--- config.mk ---
export PLATFORM = sky130hd
export DESIGN_NAME = overlay_effect_scheduler
export DESIGN_NICKNAME = d
export VERILOG_FILES = /design/src/rtl/overlay_effect_scheduler.sv
export SDC_FILE = /design/constraint.sdc
export NUM_CORES = 1
export LEC_CHECK = 0
export CAP_MARGIN = 15
export CELL_PAD_IN_SITES_DETAIL_PLACEMENT = 1
export CELL_PAD_IN_SITES_GLOBAL_PLACEMENT = 1
export CORE_MARGIN = 8
export CORE_UTILIZATION = 30
export DETAILED_ROUTE_END_ITERATION = 10
export DONT_BUFFER_PORTS = 1
export PLACE_DENSITY_LB_ADDON = 0.15
export SETUP_SLACK_MARGIN = 0.2
export SYNTH_ARGS = -nofsm -noshare
export SYNTH_HDL_FRONTEND = slang
export SYNTH_SLANG_ARGS = --single-unit
export TNS_END_PERCENT = 100
--- constraint.sdc ---
create_clock -name clk -period 8.2 [get_ports clk]
set_clock_uncertainty 0.2 [all_clocks]
set_input_delay 1.64 -clock clk [delete_from_list [all_inputs] [get_ports clk]]
set_output_delay 1.64 -clock clk [all_outputs]
set_load 0.01 [all_outputs]
--- src/rtl/overlay_effect_scheduler.sv ---
// Frame-synchronous overlay scheduler: grants one key requester and runs a fade-in/hold/fade-out blend envelope.
// Build option: OVERLAY_SCHED_FIXED_PRIO_EN selects fixed lowest-index priority instead of round-robin.
module overlay_effect_scheduler #(
   parameter int NUM_REQ     = 8,
   parameter int HOLD_FRAMES = 30,
   parameter int FADE_STEP   = 1,
   parameter int MAX_LEVEL   = 15,
   localparam int SEL_W      = (NUM_REQ > 1) ? $clog2(NUM_REQ) : 1
) (
   input  logic               clk,
   input  logic               reset,
   input  logic               vsync,
   input  logic [NUM_REQ-1:0] req,
   output logic [SEL_W-1:0]   effect_sel,
   output logic               effect_valid,
   output logic [3:0]         level,
   output logic [NUM_REQ-1:0] grant,
   output logic [1:0]         state_o
);

   typedef enum logic [1:0] {
      IDLE     = 2'd0,
      FADE_IN  = 2'd1,
      HOLD     = 2'd2,
      FADE_OUT = 2'd3
   } state_t;

   localparam int              HC_W      = (HOLD_FRAMES > 1) ? $clog2(HOLD_FRAMES) : 1;
   localparam logic [HC_W-1:0] HC_LAST   = HC_W'(HOLD_FRAMES - 1);
   localparam logic [4:0]      STEP5     = 5'(FADE_STEP);
   localparam logic [4:0]      MAX5      = 5'(MAX_LEVEL);
   localparam logic [3:0]      MAX4      = 4'(MAX_LEVEL);
   localparam logic [3:0]      FIRST_LVL = (FADE_STEP >= MAX_LEVEL) ? MAX4 : 4'(FADE_STEP);

   state_t            state_q, state_d;
   logic [3:0]        level_q, level_d;
   logic [SEL_W-1:0]  sel_q, sel_d;
   logic [SEL_W-1:0]  last_q, last_d;
   logic [HC_W-1:0]   hold_cnt_q, hold_cnt_d;
   logic              vsync_q;
   logic              frame_done;

   logic              win_found;
   logic [SEL_W-1:0]  win_idx;
   logic [4:0]        lvl_up;
   logic [3:0]        lvl_up_sat;
   logic [3:0]        lvl_dn;
   logic              own_req;
   logic              other_req;

   assign frame_done = vsync_q & ~vsync;

`ifdef OVERLAY_SCHED_FIXED_PRIO_EN
   always_comb begin
      win_found = 1'b0;
      win_idx   = '0;
      for (int i = 0; i < NUM_REQ; i++) begin
         if (req[i] && !win_found) begin
            win_found = 1'b1;
            win_idx   = SEL_W'(i);
         end
      end
   end
`else
   // Distance from the slot after last_q; the set bit with the smallest distance wins.
   always_comb begin
      int best_d;
      int d;
      win_found = 1'b0;
      win_idx   = '0;
      best_d    = NUM_REQ;
      d         = 0;
      for (int i = 0; i < NUM_REQ; i++) begin
         if (req[i]) begin
            d = (i + NUM_REQ - 1 - int'(last_q)) % NUM_REQ;
            if (d < best_d) begin
               best_d    = d;
               win_found = 1'b1;
               win_idx   = SEL_W'(i);
            end
         end
      end
   end
`endif

   always_comb begin
      grant = '0;
      for (int i = 0; i < NUM_REQ; i++)
         grant[i] = (state_q != IDLE) && (sel_q == SEL_W'(i));
   end

   assign lvl_up     = {1'b0, level_q} + STEP5;
   assign lvl_up_sat = (lvl_up >= MAX5) ? MAX4 : lvl_up[3:0];
   assign lvl_dn     = ({1'b0, level_q} <= STEP5) ? 4'd0 : (level_q - STEP5[3:0]);
   assign own_req    = |(req & grant);
   assign other_req  = |(req & ~grant);

   always_comb begin
      state_d    = state_q;
      level_d    = level_q;
      sel_d      = sel_q;
      last_d     = last_q;
      hold_cnt_d = hold_cnt_q;
      if (frame_done) begin
         case (state_q)
            IDLE: begin
               if (win_found) begin
                  sel_d   = win_idx;
                  last_d  = win_idx;
                  level_d = FIRST_LVL;
                  if (FIRST_LVL == MAX4) begin
                     state_d    = HOLD;
                     hold_cnt_d = '0;
                  end else begin
                     state_d = FADE_IN;
                  end
               end
            end
            FADE_IN: begin
               level_d = lvl_up_sat;
               if (lvl_up_sat == MAX4) begin
                  state_d    = HOLD;
                  hold_cnt_d = '0;
               end
            end
            HOLD: begin
               if (hold_cnt_q == HC_LAST && (!own_req || other_req)) begin
                  level_d = lvl_dn;
                  state_d = (lvl_dn == 4'd0) ? IDLE : FADE_OUT;
               end else if (hold_cnt_q != HC_LAST) begin
                  hold_cnt_d = hold_cnt_q + HC_W'(1);
               end
            end
            FADE_OUT: begin
               level_d = lvl_dn;
               if (lvl_dn == 4'd0) state_d = IDLE;
            end
            default: state_d = IDLE;
         endcase
      end
   end

   always_ff @(posedge clk) begin
      if (reset) begin
         vsync_q    <= 1'b0;
         state_q    <= IDLE;
         level_q    <= 4'd0;
         sel_q      <= '0;
         last_q     <= SEL_W'(NUM_REQ - 1);
         hold_cnt_q <= '0;
      end else begin
         vsync_q    <= vsync;
         state_q    <= state_d;
         level_q    <= level_d;
         sel_q      <= sel_d;
         last_q     <= last_d;
         hold_cnt_q <= hold_cnt_d;
      end
   end

   assign effect_sel   = sel_q;
   assign effect_valid = (state_q != IDLE);
   assign level        = level_q;
   assign state_o      = state_q;

endmodule

* After elaboration in Yosys (flattened, before gate mapping)
Index checks and enable logic that the tools add are counted.
** Storage, ports and cells
- Logic and storage cells :: 148
- Bits in read-only memories :: 0
- RAM bits :: 0
- Input port bits :: 11
- Latch bits :: 0
- Register bits after elaboration :: 18
- Memories kept :: 0
** Operators by class
- Div/mod/pow operators :: 0
- Equal/unequal tests :: 19
- Bitwise logic cells :: 13
- Order comparisons :: 10
- Add/subtract/negate cells :: 11
- Multiplexer cells :: 59
- Shift operators :: 0
- $mul :: 0
- Reductions and logical operators :: 30
** Operators with widths (count)
- $mux 32 :: 14
- $lt 4x32->1 :: 7
- $mux 3 :: 12
- $sub 4x3->5 const A :: 7
- $reduce_or 3->1 :: 8
- $mux 1 :: 18
- $and 8x8->8 :: 2
- $mux 4 :: 4
- $pmux 4 s4 :: 1
- $reduce_or 8->1 :: 2
- $mux 5 :: 3
- $eq 3x3->1 const B :: 4
- $ne 2x2->1 const B :: 6
- $mux 2 :: 5
- $pmux 5 s2 :: 1
- $reduce_and 5->1 :: 2
- $and 1x1->1 :: 9
- $logic_and 1x1->1 :: 9
- $not 8->8 :: 1
- $pmux 2 s4 :: 1
- $eq 3x2->1 const B :: 2
- $reduce_and 3->1 :: 2
- $add 4x1->5 const B :: 1
- $add 5x1->5 const B :: 1
- 18 further kinds :: 20

* Logic depth before layout (Yosys ltp)
Gate-level depths: netlist of run 1.
- Depth after elaboration :: 29
- Gate-level depth with buffers :: 25
- Gate-level depth less buffers :: 22

* Worst setup path after synthesis of run 1
No wires, ideal clock.
- Path kind :: input-to-reg
- Start :: in req[3]
- End :: reg sel_q[1], in the netlist effect_sel[1]
- Setup time :: 0.081 ns
- Path slack :: 1.653 ns
- Stages :: 22
- Arrival :: 6.267 ns
- Path buffers :: 2
- Required time :: 7.919 ns
- Cells stage by stage :: buf_2 nor2b_1 or2_2 a211oi_2 o21ai_1 nor4_1 a22oi_1 a21oi_1 o211ai_1 nand2_1 ha_1 a21oi_1 o211ai_1 a2111o_1 and2_4 buf_6 mux2_4 ha_1 or3_1 a211oi_1 a21oi_1 a41oi_1
** Between the ends
- Cells in the longest elaborated chain, start to end :: 14
- Elaborated cells between the ends (all ways) :: 30
- Classes of those cells :: order compare: 4; mux: 25; reduce/logical: 1
** RTL lines
- start: declaration :: line 13 : input logic [NUM_REQ-1:0] req,
- $mux 32 :: line 74 : if (req[i]) begin
- $lt 4x32->1 :: line 76 : if (d < best_d) begin
- $mux 32 :: line 76
- $mux 32 :: line 74
- $lt 4x32->1 :: line 76
- $mux 32 :: line 76
- $mux 32 :: line 74
- $lt 4x32->1 :: line 76
- $mux 32 :: line 76
- $mux 32 :: line 74
- $lt 4x32->1 :: line 76
- $mux 1 :: line 76
- $mux 1 :: line 74
- $reduce_and 3->1 (no source line)
- end signal: assignment :: line 155 : sel_q <= sel_d;
- end: declaration :: line 37 : logic [SEL_W-1:0] sel_q, sel_d;
Several ways; a longest one is shown, not always the timed one.
A chain may end at the register's enable or synchronous reset.

* Final worst setup path of run 1
- Start :: in req[1]
- End :: reg sel_q[1], in the netlist effect_sel[1]
** Between the ends
- Cells in the longest elaborated chain, start to end :: 20
- Elaborated cells between the ends (all ways) :: 43
- Classes of those cells :: order compare: 6; mux: 36; reduce/logical: 1
** RTL lines (line)
- $mux 32 :: 74
- $lt 4x32->1 :: 76
- $mux 32 :: 76
- $mux 32 :: 74
- $lt 4x32->1 :: 76
- $mux 32 :: 76
- $mux 32 :: 74
- $lt 4x32->1 :: 76
- [4 not listed]
- $mux 32 :: 74
- $lt 4x32->1 :: 76
- $mux 32 :: 76
- $mux 32 :: 74
- $lt 4x32->1 :: 76
- $mux 1 :: 76
- $mux 1 :: 74
- $reduce_and 3->1 (no source line)
Several ways; a longest one is shown, not always the timed one.

==> out/qor.json, run 1 <==
{
  "run_status": "complete, no violations",
  "cts_root_buf": "sky130_fd_sc_hd__clkbuf_8",
  "detailed_place_hpwl_um": 6650,
  "totalNegativeSetupSlack_ns": 0,
  "fin_crit_ns": 6.81,
  "multi_input_gate_area_in_the_final_layout_um2": 1900,
  "max-slew-margin-rel_pct": 36.1,
  "firstDrtPassIters": 4,
  "post_cts.resized_instances": 0,
  "antenna-diode-count": 0,
  "layout_commonest_cell": "sky130_fd_sc_hd__nor2_1",
  "worst-slew-pin-transition_ns": 0.948,
  "final.fill_count": 1041,
  "synth_cell_type_count": 79,
  "buffer_ports.inserted": 0,
  "worst_ep_arrival_time_ns": 6.79,
  "hold_path_class": "register to register",
  "power.density_nw_per_um2": 133,
  "final_layout_size_suffix_gt1_share_pct": 8.72,
  "synth_area_per_cell_um2": 7.25,
  "commonest_cells_after_routing_fill_and_taps_aside": "sky130_fd_sc_hd__nor2_1 (32), sky130_fd_sc_hd__nand2_1 (26), sky130_fd_sc_hd__a21oi_1 (21)",
  "timing.critical_path.from_type": "input pin",
  "tritoncts_num_sinks": 18,
  "synthTopCellsByArea": "sky130_fd_sc_hd__dfxtp_1 (15%), sky130_fd_sc_hd__ha_1 (6.1%), sky130_fd_sc_hd__nor2_1 (4.9%), sky130_fd_sc_hd__a21oi_1 (4.3%), sky130_fd_sc_hd__nand2_1 (4.0%)",
  "worstPathRequired_ns": 8.18,
  "start_util_pct": 30.3,
  "chipWidth_um": 106,
  "post-cts-setup-buffers": 0,
  "ir_drop_uv": 89.4,
  "yosys.area.top_type_share_pct": 14.7,
  "drt_drc_violations_left": 0,
  "register_area_um2": 360,
  "final_hold_viol_count": 0,
  "cts_buffers": 3,
  "synth_top_cell_by_area": "sky130_fd_sc_hd__dfxtp_1",
  "worstPathMaxFanout": 15,
  "timing.final.max_slew_violations": 0,
  "finalSetupViolations": 0,
  "maxCapViolations": 0,
  "largest_net_degree_at_the_start_of_global_routing": 21,
  "fp.dieH_um": 106,
  "number_of_enable_type_register_cells_in_the_synthesized_netlist": 0,
  "first_global_vias": 2559,
  "number_of_antenna_violations_at_the_first_check_in_global_routing": 0,
  "final_util_pct": 31.3,
  "grt_util_all_layers_pct": 15.0,
  "ys_async_sr_fraction_pct": 0,
  "post_synth_instance_area_um2": 2460,
  "die-area_um2": 11300,
  "endpoint_kind": "register",
  "fp.coreArea_um2": 8090,
  "total_leakage_power_nw": 0.857,
  "cts_buffer_depth": 2,
  "rsz0062_at_grt": "no",
  "antenna_left": 0,
  "syn_nets": 362,
  "synth_ff_type": "sky130_fd_sc_hd__dfxtp_1",
  "cts-hold-fix-buffers": 0,
  "detail_route.wirelength_um": 8390,
  "cts_tree": "yes",
  "fin_nets": 345,
  "maximum_level_of_the_cts_h_tree": 1,
  "yosys_register_bits": 18,
  "fin_crit_sh_pct": 83.0,
  "route.detailed.wl_per_inst_um": 19.7,
  "globalRoute.totalOverflow": 0,
  "sequential_cell_area_fraction_in_the_yosys_report_pct": 14.7,
  "global_route_wire_length_before_repair_um": 14100,
  "worst_setup_hold_path_clk_slew_ns": 0.08,
  "final_gp_congestion": 0.841,
  "floorplan.io_pins": 29,
  "crit_type": "input pin to register",
  "syn_warnings": 0,
  "routed_via_density": 6.05,
  "initial_drc_count": 84,
  "rows": 33,
  "insertion_delay_ns": 0.25,
  "fmaxAchievable_mhz": 147,
  "areaGrowthSynthToFinish_pct": 3.01,
  "total_via_count_after_detailed_routing": 2579,
  "netlist_instances": 339
}
[cell usage after synthesis (9+ instances only)]
cell type	n
sky130_fd_sc_hd__nand3_1	11
sky130_fd_sc_hd__dfxtp_1	18
sky130_fd_sc_hd__o21ai_0	12
sky130_fd_sc_hd__inv_1	18
sky130_fd_sc_hd__buf_2	9
sky130_fd_sc_hd__nor3_1	9
sky130_fd_sc_hd__a21oi_1	21
sky130_fd_sc_hd__a211oi_1	10
sky130_fd_sc_hd__nand2_1	26
sky130_fd_sc_hd__o211ai_1	9
sky130_fd_sc_hd__clkbuf_1	10
sky130_fd_sc_hd__nor2b_1	9
sky130_fd_sc_hd__nor2_1	32
sky130_fd_sc_hd__ha_1	12
[routing by layer]
layer	part of all wire, %	track usage [%]	wire length [um]	up-vias
li1	-	-	-	1256
met1	46	19.3	3870	1283
met2	50	26.2	4160	35
met3	3.4	1.88	285	5
met4	0.91	2.51	76	0
met5	0	0	0	-
[per-stage QoR]
step / area (um^2) / instances / power (mW) / setup WS (ns) / hold slack, ns
floorplan: 2460 / 339 / 0.235 / 1.65 / 0.279
global placement: 2470 / 422 / 0.263 / 1.41 / 0.298
detailed placement: 2470 / 422 / 0.263 / 1.19 / 0.301
CTS: 2530 / 426 / 0.338 / 1.43 / 0.322
global route: 2530 / 426 / 0.367 / 0.727 / 0.357
finish: 2530 / 426 / 0.337 / 1.39 / 0.317
[worst paths after layout]
check        cells past startpoint                    endpoint                        from  slack (ns)
max                             20  effect_sel[1]$_SDFFE_PP0P_                      req[1]        1.39
min reg2reg                      2  hold_cnt_q[4]$_SDFFE_PP0P_  hold_cnt_q[4]$_SDFFE_PP0P_        0.32
max reg2reg                     23  effect_sel[1]$_SDFFE_PP0P_      last_q[0]$_SDFFE_PP1P_        1.47
min                              2  hold_cnt_q[4]$_SDFFE_PP0P_  hold_cnt_q[4]$_SDFFE_PP0P_        0.32
[logic make-up after synthesis]
group                      after synthesis  share of synthesized area (%)
and+or+nand+nor                        135                           29.0
AOI/OAI and AO/OA                      119                           36.9
buffers and inverters                   43                           8.41
DFF                                     18                           14.7
adders and majority gates               15                           7.44
xor gates and xnor gates                 6                           2.14
muxes                                    3                           1.43
[report_power, final]
group          switching, mW  internal, mW
Combinational         0.0976        0.0657
Sequential           0.00834        0.0909
Clock                 0.0319        0.0427
Total                  0.138         0.199
[critical path, cell delays in order]
cell	delay (ns)
sky130_fd_sc_hd__nand2b_1	0.29
sky130_fd_sc_hd__nand4_1	0.16
sky130_fd_sc_hd__a211oi_2	0.41
sky130_fd_sc_hd__o21ai_1	0.17
sky130_fd_sc_hd__nor4_1	0.38
sky130_fd_sc_hd__a22oi_1	0.17
sky130_fd_sc_hd__a21oi_1	0.46
sky130_fd_sc_hd__o211ai_1	0.17
sky130_fd_sc_hd__nand2_1	0.10
sky130_fd_sc_hd__ha_1	0.24
sky130_fd_sc_hd__a21oi_1	0.21
sky130_fd_sc_hd__o211ai_1	0.13
sky130_fd_sc_hd__a2111o_1	0.42
sky130_fd_sc_hd__and2_4	0.19
sky130_fd_sc_hd__mux2_4	0.30
sky130_fd_sc_hd__ha_1	0.18
sky130_fd_sc_hd__or3_1	0.39
sky130_fd_sc_hd__a211oi_1	0.34
sky130_fd_sc_hd__a21oi_1	0.21
sky130_fd_sc_hd__a41oi_1	0.23
[state kept, by name, summed over array words and instances, names as in the netlist]
signal,count
effect_sel,3
hold_cnt_q,5
last_q,3
level,4
state_o,2
vsync_q,1
[final cells by class]
type / count / area share [%]
Inverter: 19 / 2.82
Sequential cell: 18 / 14.2
Clock buffer: 4 / 2.18
Tap cell: 105 / 5.19
Multi-Input combinational cell: 278 / 75.0
Timing Repair Buffer: 2 / 0.593
(Power assumes the default switching activity.)
==> inputs of run 2 (changes only) <==
Clock period 8.2 ns to 5.74 ns, I/O delays scaled along.
==> out/qor.json, run 2 (synthesis gave the netlist of run 1 again) <==
{
  "maximum_level_of_the_cts_h_tree": {"value": 1, "change": "unchanged"},
  "worstPathRequired": {"value": 5.72, "unit": "ns", "change": "was 8.18 ns"},
  "worst_ep_arrival_time": {"value": 5.47, "unit": "ns", "change": "was 6.79 ns"},
  "floorplan.io_pins": {"value": 29, "change": "unchanged"},
  "final_design_area_no_fill": {"value": 3020, "unit": "um^2", "change": "was 2530 um^2"},
  "total_leakage_power": {"value": 1.06, "unit": "nW", "change": "was 0.857 nW"},
  "ir_drop": {"value": 124, "unit": "uV", "change": "was 89.4 uV"},
  "reg2regPathDepth": {"value": 21, "change": "was 23"},
  "areaGrowthSynthToFinish": {"value": 22.9, "unit": "%", "change": "was 3.01%"},
  "run_status": {"value": "complete, no violations", "change": "unchanged"},
  "total_via_count_after_detailed_routing": {"value": 2720, "change": "was 2579"},
  "maxCapViolations": {"value": 0, "change": "unchanged"},
  "crit_chain": {"value": "or4_4, o21ai_4, a211oi_4, buf_12, buf_6, a21oi_4, a211oi_2, o31a_1, or3_4, a31o_4, ha_4, a21oi_2, o211ai_1, a2111o_1, and2_4, mux2_4, ha_4, or3_4, a211oi_4, a21oi_2, a41oi_1", "change": "was nand2b_1, nand4_1, a211oi_2, o21ai_1, nor4_1, a22oi_1, a21oi_1, o211ai_1, nand2_1, ha_1, a21oi_1, o211ai_1, a2111o_1, and2_4, mux2_4, ha_1, or3_1, a211oi_1, a21oi_1, a41oi_1"},
  "first_global_vias": {"value": 2648, "change": "was 2559"},
  "chipWidth": {"value": 106, "unit": "um", "change": "unchanged"},
  "worstPathBufferInverterCount": {"value": 2, "change": "was 0"},
  "layout_commonest_cell": {"value": "sky130_fd_sc_hd__nor2_1", "change": "unchanged"},
  "commonest_cells_after_routing_fill_and_taps_aside": {"value": "sky130_fd_sc_hd__nor2_1 (32), sky130_fd_sc_hd__buf_4 (30), sky130_fd_sc_hd__nand2_1 (26)", "change": "was sky130_fd_sc_hd__nor2_1 (32), sky130_fd_sc_hd__nand2_1 (26), sky130_fd_sc_hd__a21oi_1 (21)"},
  "power_frac_seq": {"value": 24.5, "unit": "%", "change": "was 29.4%"},
  "fp.dieH": {"value": 106, "unit": "um", "change": "unchanged"},
  "antenna_left": {"value": 0, "change": "unchanged"},
  "timing.critical_path.slowest_cell_delay": {"value": 0.56, "unit": "ns", "change": "was 0.46 ns"},
  "power_frac_comb": {"value": 56.7, "unit": "%", "change": "was 48.4%"},
  "fmaxAchievable_mhz": 182,
  "grt_util_all_layers": {"value": 15.3, "unit": "%", "change": "was 15.0%"},
  "fin_nets": {"value": 378, "change": "was 345"},
  "post_dp_cell_area": {"value": 2730, "unit": "um^2", "change": "was 2470 um^2"},
  "drt_drc_violations_left": {"value": 0, "change": "unchanged"},
  "finalNonFillerCells": {"value": 459, "change": "was 426"},
  "p_switching": {"value": 0.237, "unit": "mW", "change": "was 0.138 mW"},
  "cpMaxStageDelayCell": {"value": "sky130_fd_sc_hd__or4_4", "change": "was sky130_fd_sc_hd__a21oi_1"},
  "routed_via_density": {"value": 5.93, "change": "was 6.05"},
  "worst_setup_hold_path_clk_slew": {"value": 0.08, "unit": "ns", "change": "about the same"},
  "power.density": {"value": 192, "unit": "nW/um^2", "change": "was 133 nW/um^2"},
  "globalRoute.totalOverflow": {"value": 0, "change": "unchanged"},
  "endpoint_kind": {"value": "register", "change": "unchanged"},
  "final.hold.worst_slack": {"value": 0.339, "unit": "ns", "change": "was 0.317 ns"},
  "cts_root_buf": {"value": "sky130_fd_sc_hd__clkbuf_8", "change": "unchanged"},
  "firstDrtPassIters": {"value": 4, "change": "unchanged"},
  "worstPathMaxFanout": {"value": 11, "change": "was 15"},
  "register_area": {"value": 360, "unit": "um^2", "change": "unchanged"},
  "cts_tree": {"value": "yes", "change": "unchanged"},
  "min_path_cells": {"value": 2, "change": "unchanged"},
  "detail_route.wirelength": {"value": 9160, "unit": "um", "change": "was 8390 um"},
  "cts_buffer_depth": {"value": 2, "change": "unchanged"},
  "fin_crit_ns": 5.49,
  "antenna-diode-count": {"value": 0, "change": "unchanged"},
  "fp.coreArea": {"value": 8090, "unit": "um^2", "change": "unchanged"},
  "internal_power": {"value": 0.343, "unit": "mW", "change": "was 0.199 mW"},
  "worstReg2RegStart": {"value": "last_q[0]$_SDFFE_PP1P_", "change": "unchanged"},
  "finalSetupViolations": {"value": 0, "change": "unchanged"},
  "critical_path.reg2reg.endpoint": {"value": "effect_sel[1]$_SDFFE_PP0P_", "change": "unchanged"},
  "cts-hold-fix-buffers": {"value": 0, "change": "unchanged"},
  "route.detailed.wl_per_inst": {"value": 20.0, "unit": "um", "change": "was 19.7 um"},
  "detailed_place_hpwl": {"value": 7010, "unit": "um", "change": "was 6650 um"},
  "final_hold_viol_count": {"value": 0, "change": "unchanged"},
  "tritoncts_num_sinks": {"value": 18, "change": "unchanged"},
  "number_of_antenna_violations_at_the_first_check_in_global_routing": {"value": 0, "change": "unchanged"},
  "cts_buffers": {"value": 3, "change": "unchanged"},
  "dp_cells": {"value": 442, "change": "was 422"},
  "initial_drc_count": {"value": 124, "change": "was 84"},
  "flip_flop_count_of_the_largest_register_all_copies_and_words_added": {"value": 5, "change": "unchanged"},
  "critPathTopFamily": {"value": "compound AO/OA/AOI/OAI gates", "change": "unchanged"},
  "final.fill_count": {"value": 1031, "change": "was 1041"},
  "multi_input_gate_area_in_the_final_layout": {"value": 2120, "unit": "um^2", "change": "was 1900 um^2"},
  "hold_path_class": {"value": "register to register", "change": "unchanged"},
  "largest_net_degree_at_the_start_of_global_routing": {"value": 19, "change": "was 21"},
  "buffer_ports.inserted": {"value": 0, "change": "unchanged"},
  "timing.critical_path.from_type": {"value": "input pin", "change": "unchanged"},
  "global_route_wire_length_before_repair": {"value": 14300, "unit": "um", "change": "was 14100 um"},
  "worst_hold_path.endpoint": {"value": "hold_cnt_q[4]$_SDFFE_PP0P_", "change": "unchanged"},
  "rsz0062_at_grt": {"value": "yes", "change": "was no"},
  "rows": {"value": 33, "change": "unchanged"},
  "hold_start": {"value": "hold_cnt_q[4]$_SDFFE_PP0P_", "change": "unchanged"},
  "crit_type": {"value": "input pin to register", "change": "unchanged"},
  "insertion_delay": {"value": 0.26, "unit": "ns", "change": "was 0.25 ns"},
  "max-slew-margin-rel": {"value": 37.1, "unit": "%", "change": "was 36.1%"},
  "ff2ff_setup_slack": {"value": 0.32, "unit": "ns", "change": "was 1.47 ns"},
  "final_layout_size_suffix_gt1_share": {"value": 24.6, "unit": "%", "change": "was 8.72%"},
  "die-area": {"value": 11300, "unit": "um^2", "change": "unchanged"},
  "start_util": {"value": 30.3, "unit": "%", "change": "unchanged"},
  "fin_crit_sh_pct": 95.7,
  "final_gp_congestion": {"value": 0.813, "change": "was 0.841"},
  "registers.top_by_ff_count": {"value": "hold_cnt_q", "change": "unchanged"},
  "worst-slew-pin-transition": {"value": 0.933, "unit": "ns", "change": "was 0.948 ns"},
  "switching_share": {"value": 40.9, "unit": "%", "change": "about the same"},
  "timing.final.max_slew_violations": {"value": 0, "change": "unchanged"},
  "share_clk_of_total_power": {"value": 18.8, "unit": "%", "change": "was 22.1%"}
}
==> run 2: cell types whose count changed in the layout (fill, tap and decap cells not counted), sizes merged <==
cell,change
a21oi,+1
buf,+32
==> run 2: power by group through the flow <==
stage | Combinational [mW] | Clock [mW] | Sequential, mW
6_report | 0.329 | 0.109 | 0.142
5_1_grt | 0.357 | 0.116 | 0.143
4_1_cts | 0.280 | 0.111 | 0.142
3_5_place_dp | 0.276 | 0 | 0.145
3_3_place_gp | 0.275 | 0 | 0.145
2_1_floorplan | 0.223 | 0 | 0.139
==> run 2: what timing repair did <==
action	4_1_cts	5_1_grt
pin swaps	0	9
gates cloned	0	1
endpoints found under the setup margin	6	6
setup buffers	0	12
gates resized for setup	2	21
==> run 2: how the worst max path moves through the flow <==
stage,start,end,cells past startpoint
after detailed placement,req[1],last_q[0]$_SDFFE_PP1P_,21
after CTS,last_q[1]$_SDFFE_PP1P_,effect_sel[2]$_SDFFE_PP0P_,21
after global routing,req[3],effect_sel[1]$_SDFFE_PP0P_,22
after floorplan,req[1],last_q[0]$_SDFFE_PP1P_,21
after global placement,req[1],effect_sel[2]$_SDFFE_PP0P_,21
final,req[3],effect_sel[1]$_SDFFE_PP0P_,21
==> run 2: routing by layer <==
metal	share of wire (%)	global-route usage (%)	vias to the layer above
met4	1.2	3.62	0
li1	-	-	1327
met3	3.3	2.12	8
met2	48	26.2	37
met1	47	19.8	1348
met5	0	0	-
==> run 2: through the flow <==
step	utilization [%]	TNS, ns	worst slack (ns)	power, mW
2_1_floorplan	-	0	0.132	0.362
3_3_place_gp	33.8	0	0.0769	0.420
3_5_place_dp	33.8	-0.479	-0.0943	0.421
4_1_cts	34.6	0	0.214	0.533
5_1_grt	37.3	0	0.0755	0.616
6_report	37.3	0	0.249	0.580
==> run 2: layout make-up <==
class,instances,area share (%)
flip-flops and latches,18,11.9
clock buffers,4,1.82
repair buffers,34,9.24
well taps,105,4.35
inverters,19,2.36
multi-input cells,279,70.3
==> run 2: worst register-to-register path, stage by stage, from the launching register on <==
cell and delay [ns]:
sky130_fd_sc_hd__dfxtp_1 0.37, sky130_fd_sc_hd__inv_1 0.08, sky130_fd_sc_hd__ha_1 0.40, sky130_fd_sc_hd__maj3_2 0.40
sky130_fd_sc_hd__a31o_1 0.31, sky130_fd_sc_hd__a21oi_4 0.28, sky130_fd_sc_hd__o21ai_2 0.17, sky130_fd_sc_hd__a22oi_2 0.28
sky130_fd_sc_hd__a21oi_2 0.10, sky130_fd_sc_hd__o211ai_1 0.24, sky130_fd_sc_hd__nand2_1 0.14, sky130_fd_sc_hd__ha_4 0.27
sky130_fd_sc_hd__a21oi_2 0.14, sky130_fd_sc_hd__o211ai_1 0.14, sky130_fd_sc_hd__a2111o_1 0.33, sky130_fd_sc_hd__and2_4 0.19
sky130_fd_sc_hd__mux2_4 0.31, sky130_fd_sc_hd__ha_4 0.15, sky130_fd_sc_hd__or3_4 0.35, sky130_fd_sc_hd__a211oi_4 0.22
sky130_fd_sc_hd__a21oi_2 0.12, sky130_fd_sc_hd__a41oi_1 0.17
